$ cat src/rtl/cpu_ctrl_pkg.sv
// rtl/cpu_ctrl_pkg.sv - shared types and encodings for the multicycle control sequencer
package cpu_ctrl_pkg;

    typedef enum logic [2:0] {
        S_IDLE, S_FETCH, S_DECODE, S_EXEC, S_MEM, S_WB, S_HALT
    } state_e;

    typedef enum logic [3:0] {
        ALU_ADD  = 4'd0, ALU_SUB = 4'd1, ALU_SLL = 4'd2, ALU_SLT = 4'd3,
        ALU_SLTU = 4'd4, ALU_XOR = 4'd5, ALU_SRL = 4'd6, ALU_SRA = 4'd7,
        ALU_OR   = 4'd8, ALU_AND = 4'd9
    } alu_op_e;

    typedef enum logic [2:0] {
        IMM_I = 3'd0, IMM_S = 3'd1, IMM_SB = 3'd2, IMM_UJ = 3'd3, IMM_U = 3'd4
    } imm_sel_e;

    typedef enum logic [1:0] {
        MTR_MEM = 2'd0, MTR_ALU = 2'd1, MTR_PC = 2'd2, MTR_IMM = 2'd3
    } mem_to_reg_e;

    localparam logic [6:0] OP_R      = 7'b0110011;
    localparam logic [6:0] OP_IMM    = 7'b0010011;
    localparam logic [6:0] OP_LOAD   = 7'b0000011;
    localparam logic [6:0] OP_STORE  = 7'b0100011;
    localparam logic [6:0] OP_BRANCH = 7'b1100011;
    localparam logic [6:0] OP_JAL    = 7'b1101111;
    localparam logic [6:0] OP_JALR   = 7'b1100111;
    localparam logic [6:0] OP_LUI    = 7'b0110111;
    localparam logic [6:0] OP_AUIPC  = 7'b0010111;

    typedef struct packed {
        alu_op_e     alu_control;
        imm_sel_e    imm_sel;
        mem_to_reg_e mem_to_reg;
        logic        alu_src_b;
        logic        jump;
        logic        branch;
        logic        inverse_branch;
        logic        pc_offset;
    } ctrl_bundle_t;

    // alt selects SUB for funct3=000 and SRA for funct3=101
    function automatic alu_op_e alu_from_funct(input logic [2:0] funct3, input logic alt);
        alu_op_e op;
        case (funct3)
            3'd0:    op = alt ? ALU_SUB : ALU_ADD;
            3'd1:    op = ALU_SLL;
            3'd2:    op = ALU_SLT;
            3'd3:    op = ALU_SLTU;
            3'd4:    op = ALU_XOR;
            3'd5:    op = alt ? ALU_SRA : ALU_SRL;
            3'd6:    op = ALU_OR;
            default: op = ALU_AND;
        endcase
        return op;
    endfunction

endpackage

$ cat src/rtl/multicycle_ctrl_if.sv
// rtl/multicycle_ctrl_if.sv - control-signal bundle between sequencer and datapath
interface multicycle_ctrl_if;
    logic [3:0] ALU_Control;
    logic [2:0] ImmSel;
    logic [1:0] MemtoReg;
    logic       ALUSrc_B;
    logic       Jump;
    logic       Branch;
    logic       InverseBranch;
    logic       PCOffset;
    logic       RegWrite;

    modport control_unit (
        output ALU_Control, ImmSel, MemtoReg, ALUSrc_B, Jump, Branch,
               InverseBranch, PCOffset, RegWrite
    );

    modport datapath (
        input  ALU_Control, ImmSel, MemtoReg, ALUSrc_B, Jump, Branch,
               InverseBranch, PCOffset, RegWrite
    );
endinterface

$ cat src/rtl/multicycle_decode.sv
// rtl/multicycle_decode.sv - combinational instruction decode into the control bundle
module multicycle_decode
    import cpu_ctrl_pkg::*;
(
    input  logic [31:0]  instr,
    output ctrl_bundle_t bundle,
    output logic         is_load,
    output logic         is_store,
    output logic         is_branch,
    output logic         writes_rd,
    output logic         illegal
);
    logic [6:0] opcode;
    logic [4:0] rd;
    logic [2:0] funct3;
    logic       alt;
    logic       wr;
    logic       unused_bits;

    assign opcode      = instr[6:0];
    assign rd          = instr[11:7];
    assign funct3      = instr[14:12];
    assign alt         = instr[30];
    assign unused_bits = ^{instr[31], instr[29:15]};

    always_comb begin
        bundle    = '0;
        is_load   = 1'b0;
        is_store  = 1'b0;
        is_branch = 1'b0;
        wr        = 1'b0;
        illegal   = 1'b0;
        case (opcode)
            OP_R: begin
                bundle.alu_control = alu_from_funct(funct3, alt);
                bundle.mem_to_reg  = MTR_ALU;
                wr                 = 1'b1;
            end
            OP_IMM: begin
                // only the shift-right immediate carries the funct7 alternate bit
                bundle.alu_control = alu_from_funct(funct3, (funct3 == 3'd5) && alt);
                bundle.alu_src_b   = 1'b1;
                bundle.imm_sel     = IMM_I;
                bundle.mem_to_reg  = MTR_ALU;
                wr                 = 1'b1;
            end
            OP_LOAD: begin
                bundle.alu_src_b  = 1'b1;
                bundle.imm_sel    = IMM_I;
                bundle.mem_to_reg = MTR_MEM;
                is_load           = 1'b1;
                wr                = 1'b1;
            end
            OP_STORE: begin
                bundle.alu_src_b = 1'b1;
                bundle.imm_sel   = IMM_S;
                is_store         = 1'b1;
            end
            OP_BRANCH: begin
                if (funct3[2:1] == 2'b00) begin
                    bundle.branch         = 1'b1;
                    bundle.inverse_branch = funct3[0];
                    bundle.imm_sel        = IMM_SB;
                    bundle.alu_control    = ALU_SUB;
                    is_branch             = 1'b1;
                end else begin
                    illegal = 1'b1;
                end
            end
            OP_JAL: begin
                bundle.jump       = 1'b1;
                bundle.imm_sel    = IMM_UJ;
                bundle.mem_to_reg = MTR_PC;
                wr                = 1'b1;
            end
            OP_JALR: begin
                bundle.jump       = 1'b1;
                bundle.pc_offset  = 1'b1;
                bundle.alu_src_b  = 1'b1;
                bundle.imm_sel    = IMM_I;
                bundle.mem_to_reg = MTR_PC;
                wr                = 1'b1;
            end
            OP_LUI: begin
                bundle.imm_sel    = IMM_U;
                bundle.mem_to_reg = MTR_IMM;
                wr                = 1'b1;
            end
            OP_AUIPC: begin
                bundle.imm_sel    = IMM_U;
                bundle.mem_to_reg = MTR_PC;
                wr                = 1'b1;
            end
            default: illegal = 1'b1;
        endcase
        writes_rd = wr && (rd != 5'd0);
    end
endmodule

$ cat src/rtl/multicycle_ctrl.sv
// rtl/multicycle_ctrl.sv - multicycle control sequencer; MULTICYCLE_ILLEGAL_TRAP_EN traps illegal opcodes
module multicycle_ctrl
    import cpu_ctrl_pkg::*;
#(
    parameter int unsigned IMEM_TIMEOUT = 0
) (
    input  logic                         clk,
    input  logic                         rst_n,
    input  logic [31:0]                  instr,
    output logic                         imem_req,
    input  logic                         imem_ready,
    output logic                         ir_we,
    output logic                         dmem_req,
    output logic                         dmem_we,
    input  logic                         dmem_ready,
    output logic                         pc_we,
    multicycle_ctrl_if.control_unit      ctrl,
    output logic                         fault
);
    localparam int unsigned      CNT_W  = $clog2(IMEM_TIMEOUT + 2);
    localparam logic [CNT_W-1:0] TO_LIM = CNT_W'(IMEM_TIMEOUT);

    state_e           state;
    ctrl_bundle_t     ctrl_q;
    logic             is_load_q, is_store_q, is_branch_q, writes_rd_q;
    logic             pc_we_q, reg_write;
    logic [CNT_W-1:0] wait_cnt, wait_nxt;

    ctrl_bundle_t dec_bundle;
    logic         dec_load, dec_store, dec_branch, dec_writes_rd, dec_illegal;

    multicycle_decode u_decode (
        .instr     (instr),
        .bundle    (dec_bundle),
        .is_load   (dec_load),
        .is_store  (dec_store),
        .is_branch (dec_branch),
        .writes_rd (dec_writes_rd),
        .illegal   (dec_illegal)
    );

    // the only ready-dependent outputs: request flops are high only in FETCH / MEM
    assign ir_we    = imem_req & imem_ready;
    assign pc_we    = pc_we_q | (dmem_req & dmem_we & dmem_ready);
    assign wait_nxt = wait_cnt + 1'b1;

    assign ctrl.ALU_Control   = ctrl_q.alu_control;
    assign ctrl.ImmSel        = ctrl_q.imm_sel;
    assign ctrl.MemtoReg      = ctrl_q.mem_to_reg;
    assign ctrl.ALUSrc_B      = ctrl_q.alu_src_b;
    assign ctrl.Jump          = ctrl_q.jump;
    assign ctrl.Branch        = ctrl_q.branch;
    assign ctrl.InverseBranch = ctrl_q.inverse_branch;
    assign ctrl.PCOffset      = ctrl_q.pc_offset;
    assign ctrl.RegWrite      = reg_write;

    always_ff @(posedge clk or negedge rst_n) begin
        if (!rst_n) begin
            state       <= S_IDLE;
            ctrl_q      <= '0;
            is_load_q   <= 1'b0;
            is_store_q  <= 1'b0;
            is_branch_q <= 1'b0;
            writes_rd_q <= 1'b0;
            pc_we_q     <= 1'b0;
            reg_write   <= 1'b0;
            imem_req    <= 1'b0;
            dmem_req    <= 1'b0;
            dmem_we     <= 1'b0;
            fault       <= 1'b0;
            wait_cnt    <= '0;
        end else begin
            pc_we_q   <= 1'b0;
            reg_write <= 1'b0;
            case (state)
                S_IDLE: begin
                    state    <= S_FETCH;
                    imem_req <= 1'b1;
                    wait_cnt <= '0;
                end
                S_FETCH: begin
                    if (imem_ready) begin
                        imem_req <= 1'b0;
                        state    <= S_DECODE;
                    end else if (IMEM_TIMEOUT != 0) begin
                        if (wait_cnt != TO_LIM) wait_cnt <= wait_nxt;
                        if (wait_nxt == TO_LIM) begin
                            imem_req <= 1'b0;
                            fault    <= 1'b1;
                            state    <= S_HALT;
                        end
                    end
                end
                S_DECODE: begin
                    if (dec_illegal) begin
                        ctrl_q      <= '0;
                        is_load_q   <= 1'b0;
                        is_store_q  <= 1'b0;
                        is_branch_q <= 1'b0;
                        writes_rd_q <= 1'b0;
`ifdef MULTICYCLE_ILLEGAL_TRAP_EN
                        fault       <= 1'b1;
                        state       <= S_HALT;
`else
                        state       <= S_EXEC;
`endif
                    end else begin
                        ctrl_q      <= dec_bundle;
                        is_load_q   <= dec_load;
                        is_store_q  <= dec_store;
                        is_branch_q <= dec_branch;
                        writes_rd_q <= dec_writes_rd;
                        pc_we_q     <= dec_branch;
                        state       <= S_EXEC;
                    end
                end
                S_EXEC: begin
                    if (is_load_q || is_store_q) begin
                        state    <= S_MEM;
                        dmem_req <= 1'b1;
                        dmem_we  <= is_store_q;
                    end else if (is_branch_q) begin
                        state    <= S_FETCH;
                        imem_req <= 1'b1;
                        wait_cnt <= '0;
                    end else begin
                        state     <= S_WB;
                        pc_we_q   <= 1'b1;
                        reg_write <= writes_rd_q;
                    end
                end
                S_MEM: begin
                    if (dmem_ready) begin
                        dmem_req <= 1'b0;
                        dmem_we  <= 1'b0;
                        if (is_store_q) begin
                            state    <= S_FETCH;
                            imem_req <= 1'b1;
                            wait_cnt <= '0;
                        end else begin
                            state     <= S_WB;
                            pc_we_q   <= 1'b1;
                            reg_write <= writes_rd_q;
                        end
                    end
                end
                S_WB: begin
                    state    <= S_FETCH;
                    imem_req <= 1'b1;
                    wait_cnt <= '0;
                end
                S_HALT: state <= S_HALT;
                default: state <= S_IDLE;
            endcase
        end
    end
endmodule

$ cat src/flat_wrapper.sv
// flat-port wrapper written by rule: the top's interface ports become plain ports
module multicycle_ctrl_flat import cpu_ctrl_pkg::*;
#(
    parameter int unsigned IMEM_TIMEOUT = 0
)
  (clk, rst_n, instr, imem_req, imem_ready, ir_we, dmem_req, dmem_we, dmem_ready, pc_we, fault, ctrl_ALU_Control, ctrl_ImmSel, ctrl_MemtoReg, ctrl_ALUSrc_B, ctrl_Jump, ctrl_Branch, ctrl_InverseBranch, ctrl_PCOffset, ctrl_RegWrite);
  multicycle_ctrl_if ctrl_i ();
  input  logic clk;
  input  logic rst_n;
  input  logic [31:0] instr;
  output logic imem_req;
  input  logic imem_ready;
  output logic ir_we;
  output logic dmem_req;
  output logic dmem_we;
  input  logic dmem_ready;
  output logic pc_we;
  output logic fault;
  output wire logic [$bits(ctrl_i.ALU_Control)-1:0] ctrl_ALU_Control;
  output wire logic [$bits(ctrl_i.ImmSel)-1:0] ctrl_ImmSel;
  output wire logic [$bits(ctrl_i.MemtoReg)-1:0] ctrl_MemtoReg;
  output wire logic [$bits(ctrl_i.ALUSrc_B)-1:0] ctrl_ALUSrc_B;
  output wire logic [$bits(ctrl_i.Jump)-1:0] ctrl_Jump;
  output wire logic [$bits(ctrl_i.Branch)-1:0] ctrl_Branch;
  output wire logic [$bits(ctrl_i.InverseBranch)-1:0] ctrl_InverseBranch;
  output wire logic [$bits(ctrl_i.PCOffset)-1:0] ctrl_PCOffset;
  output wire logic [$bits(ctrl_i.RegWrite)-1:0] ctrl_RegWrite;
  assign ctrl_ALU_Control = ctrl_i.ALU_Control;
  assign ctrl_ImmSel = ctrl_i.ImmSel;
  assign ctrl_MemtoReg = ctrl_i.MemtoReg;
  assign ctrl_ALUSrc_B = ctrl_i.ALUSrc_B;
  assign ctrl_Jump = ctrl_i.Jump;
  assign ctrl_Branch = ctrl_i.Branch;
  assign ctrl_InverseBranch = ctrl_i.InverseBranch;
  assign ctrl_PCOffset = ctrl_i.PCOffset;
  assign ctrl_RegWrite = ctrl_i.RegWrite;
  multicycle_ctrl #(.IMEM_TIMEOUT(IMEM_TIMEOUT)) u_core (.clk(clk), .rst_n(rst_n), .instr(instr), .imem_req(imem_req), .imem_ready(imem_ready), .ir_we(ir_we), .dmem_req(dmem_req), .dmem_we(dmem_we), .dmem_ready(dmem_ready), .pc_we(pc_we), .ctrl(ctrl_i), .fault(fault));
endmodule
$ cat config.mk
export PLATFORM = sky130hd
export DESIGN_NAME = multicycle_ctrl_flat
export DESIGN_NICKNAME = d
export VERILOG_FILES = /design/src/rtl/cpu_ctrl_pkg.sv /design/src/rtl/multicycle_ctrl_if.sv /design/src/rtl/multicycle_decode.sv /design/src/rtl/multicycle_ctrl.sv /design/src/flat_wrapper.sv
export SDC_FILE = /design/constraint.sdc
export NUM_CORES = 1
export LEC_CHECK = 0
export CAP_MARGIN = 20
export CORE_MARGIN = 2
export CORE_UTILIZATION = 39
export DETAILED_ROUTE_END_ITERATION = 10
export GPL_ROUTABILITY_DRIVEN = 0
export PLACE_DENSITY = 0.76
export SETUP_SLACK_MARGIN = 0.15
export SKIP_LAST_GASP = 1
export SLEW_MARGIN = 20
export SYNTH_ARGS = -nofsm -noshare
export SYNTH_HDL_FRONTEND = slang
export SYNTH_SLANG_ARGS = --single-unit
$ cat constraint.sdc
create_clock -name clk -period 3.1 [get_ports clk]
set_clock_uncertainty 0.15 [all_clocks]
set_input_delay 0.31 -clock clk [delete_from_list [all_inputs] [get_ports clk]]
set_output_delay 0.31 -clock clk [all_outputs]
set_load 0.01 [all_outputs]
==> load_flow_metrics.sql <==
INSERT INTO impl_metrics (metric_group, metric, value, unit) VALUES
('finish', 'most-common-layout-cells', 'sky130_fd_sc_hd__clkdlybuf4s50_1 (39), sky130_fd_sc_hd__nand2_1 (27), sky130_fd_sc_hd__dfrtp_1 (25)', ''),
('setup_path', 'path_class', 'flop to flop', ''),
('finish', 'ff_latch_area', '625.6', 'sq um'),
('timing', 'finalWorstSetupSlack', '1000', 'ps'),
('route', 'finalWirelength', '3.031', 'mm'),
('yosys', 'synth_top_cell_by_area', 'sky130_fd_sc_hd__dfrtp_1', ''),
('floorplanning', 'placementRows', '21', ''),
('yosys', 'synth_simple_gate_area_share', '0.2557', ''),
('floorplanning', 'core_area', '3284', 'sq um'),
('route', 'first_iter_violations', '75', ''),
('grt', 'number_of_global_route_vias_before_repair', '1246', ''),
('setup_path', 'req_time_crit_path', '3190', 'ps'),
('grt', 'grt_pass1_wl', '5.326', 'mm'),
('yosys', 'yosys_cell_types', '46', ''),
('cts', 'htreeDepth', '1', ''),
('cts', 'ctsLongestPathBuffers', '2', ''),
('place', 'dpl.hpwl', '2.276', 'mm'),
('yosys', 'synth.yosys.seq_area_share', '0.4735', ''),
('setup_path', 'worst_setup_path_start_kind', 'flop', ''),
('setup_path', 'regToRegSetupSlack', '1000', 'ps'),
('status', 'outcome', 'finished, final reports clean', ''),
('cts', 'cts.clk_slew.worst_paths', '130', 'ps'),
('hold_path', 'worst_hold_path_type', 'input port to asynchronous set/reset pin', ''),
('yosys', 'synth_edf_count', '0', ''),
('cts', 'clock_sink_count', '25', ''),
('yosys', 'post_synth_instance_area', '1321', 'sq um'),
('setup_path', 'r2r.worst_path.cells', '3', ''),
('floorplanning', 'starting_utilization_of_the_core_area', '0.4023', ''),
('timing', 'fin_tns_setup', '0', 'ps'),
('timing', 'timing.fmax', '476.3', 'MHz'),
('yosys', 'async_set_or_reset_flop_fraction_in_the_synthesized_netlist', '1.000', ''),
('yosys', 'synth_seq_cells', '25', ''),
('floorplanning', 'die_height', '62.21', 'microns'),
('yosys', 'synth.area.mux_share', '0.01610', ''),
('place', 'io_buffers', '39', ''),
('timing', 'timing.final.crit_share', '0.6773', ''),
('timing', 'timing.slew.headroom', '0.5084', ''),
('route', 'drc', '0', ''),
('power_and_ir_drop', 'leakagePower', '0.7024', 'nW'),
('cts', 'worstSkewPairLatency', '310', 'ps'),
('grt', 'global_route.usage.total', '0.1625', ''),
('timing', 'grt_setup_unrepaired', 'no', ''),
('finish', 'drive_above_1_share', '0.05028', ''),
('finish', 'layout-area-overhead-vs-synth', '33.24', '%'),
('cts', 'post_cts.repair.setup_buffers', '0', ''),
('yosys', 'synth_area_leaders', 'sky130_fd_sc_hd__dfrtp_1 (47%), sky130_fd_sc_hd__nand2_1 (7.7%), sky130_fd_sc_hd__o21ai_0 (3.4%), sky130_fd_sc_hd__o31ai_1 (2.8%), sky130_fd_sc_hd__clkbuf_1 (2.0%)', ''),
('cts', 'clock_root_buffer', 'sky130_fd_sc_hd__clkbuf_4', ''),
('setup_path', 'timing.critical_path.to_type', 'flop', ''),
('run', 'drv.max_cap_violation_count', '0', ''),
('yosys', 'yosysWarningCount', '1', ''),
('grt', 'antenna_found_initial', '0', ''),
('finish', 'layout.cells.most_common', 'sky130_fd_sc_hd__clkdlybuf4s50_1', ''),
('yosys', 'post-synth-top-area-fraction', '0.4735', ''),
('timing', 'report.final.setup_viol', '0', ''),
('finish', 'instances_no_fill', '225', ''),
('timing', 'slew_viol_final', '0', ''),
('power_and_ir_drop', 'cellPowerDensity', '786.1', 'nW/um^2'),
('grt', 'grt-ovfl-total', '0', ''),
('finish', 'multi_input_logic_area', '638.1', 'sq um'),
('yosys', 'most_used_flip_flop_cell_after_synthesis', 'sky130_fd_sc_hd__dfrtp_1', ''),
('cts', 'cts_made_buffers', '3', ''),
('timing', 'worst_slew_pin_slew', '737.4', 'ps'),
('yosys', 'postSynthCellCount', '145', ''),
('setup_path', 'critical_path_arrival', '2190', 'ps'),
('finish', 'finish.net_count', '216', ''),
('route', 'detail_route.first_pass.iterations', '4', ''),
('grt', 'largest_net_degree_at_the_start_of_global_routing', '26', ''),
('finish', 'nFillCells', '306', ''),
('yosys', 'synth_top_family_by_area', 'simple AND/OR/NAND/NOR gates', ''),
('setup_path', 'critical_path_peak_fanout', '24', ''),
('cts', 'cts_tree', 'yes', '');
## through the flow
step | hold WS, ps | util | area [sq um] | total power [mW]
after global placement | 307.5 | 0.5280 | 1734 | 1.228
after CTS | 194.5 | 0.5360 | 1760 | 1.398
after global routing | 207.5 | 0.5360 | 1760 | 1.492
after floorplan | -135.6 | - | 1321 | 0.9156
after detailed placement | 309.4 | 0.5280 | 1734 | 1.251
final | 188.9 | 0.5360 | 1760 | 1.384
## critical path: stages (launching register included)
cell and delay, ps:
sky130_fd_sc_hd__dfrtp_1 530, sky130_fd_sc_hd__or3b_1 740, sky130_fd_sc_hd__or3_4 460, sky130_fd_sc_hd__o21ai_1 150
## layer usage
metal	share of wire	up-vias	GRT usage	wire, microns
met5	0	-	0	0
met4	0.0063	0	0.04722	19
met3	0.056	2	0.03080	171
met2	0.49	46	0.2880	1490
met1	0.45	563	0.2014	1349
li1	-	595	-	-
## path summary, 6_finish.rpt
check | startpoint | end
max reg2reg | u_core.state[2]$_DFFE_PN0P_ | u_core.ctrl.ALUSrc_B$_DFFE_PN0P_
min in group clk | u_core.ctrl.MemtoReg[1]$_DFFE_PN0P_ | u_core.ctrl.MemtoReg[1]$_DFFE_PN0P_
min reg2reg | u_core.ctrl.MemtoReg[1]$_DFFE_PN0P_ | u_core.ctrl.MemtoReg[1]$_DFFE_PN0P_
min | rst_n | u_core.state[2]$_DFFE_PN0P_
max | u_core.state[2]$_DFFE_PN0P_ | u_core.ctrl.ALUSrc_B$_DFFE_PN0P_
max in group asynchronous | rst_n | u_core.ctrl.ImmSel[1]$_DFFE_PN0P_
## registers in the layout (all words and copies together) (netlist names), 2 cells and up
| name | count |
|---|---|
| u_core.ctrl.ImmSel | 3 |
| u_core.state | 3 |
| u_core.ctrl.MemtoReg | 2 |
| u_core.ctrl.ALU_Control | 4 |
## cell usage after synthesis (all sizes together) (2+ instances only)
| library cell | instances |
|---|---|
| inv | 4 |
| o31ai | 5 |
| a21oi | 4 |
| a31oi | 2 |
| nand3b | 2 |
| dfrtp | 25 |
| buf | 3 |
| and2 | 2 |
| nand2b | 3 |
| nand2 | 27 |
| o211ai | 3 |
| nand3 | 3 |
| and3b | 2 |
| nor4bb | 2 |
| a22oi | 2 |
| o21ai | 14 |
| o22ai | 2 |
| clkbuf | 7 |
| nor3b | 4 |
| nand4 | 2 |
| nor2 | 6 |
## where the power goes
part	internal, mW	total (mW)	leakage (nW)	switching (mW)
registers	0.469	0.602	0.324	0.133
logic	0.358	0.639	0.364	0.281
clock network	0.0502	0.143	0.0150	0.0923
## logic make-up after synthesis
logic type,count (synthesis)
and+or+nand+nor,61
AOI/OAI and AO/OA,42
DFF,25
buffers and inverters,14
muxes,2
other,1
## layout make-up
class,count,area share
clock buffers,4,0.01493
inverters,4,0.008529
multi-input cells,106,0.3625
flip-flops and latches,25,0.3554
well taps,46,0.03269
repair buffers,40,0.2260
No activity file was read; power rests on OpenSTA's default activity.
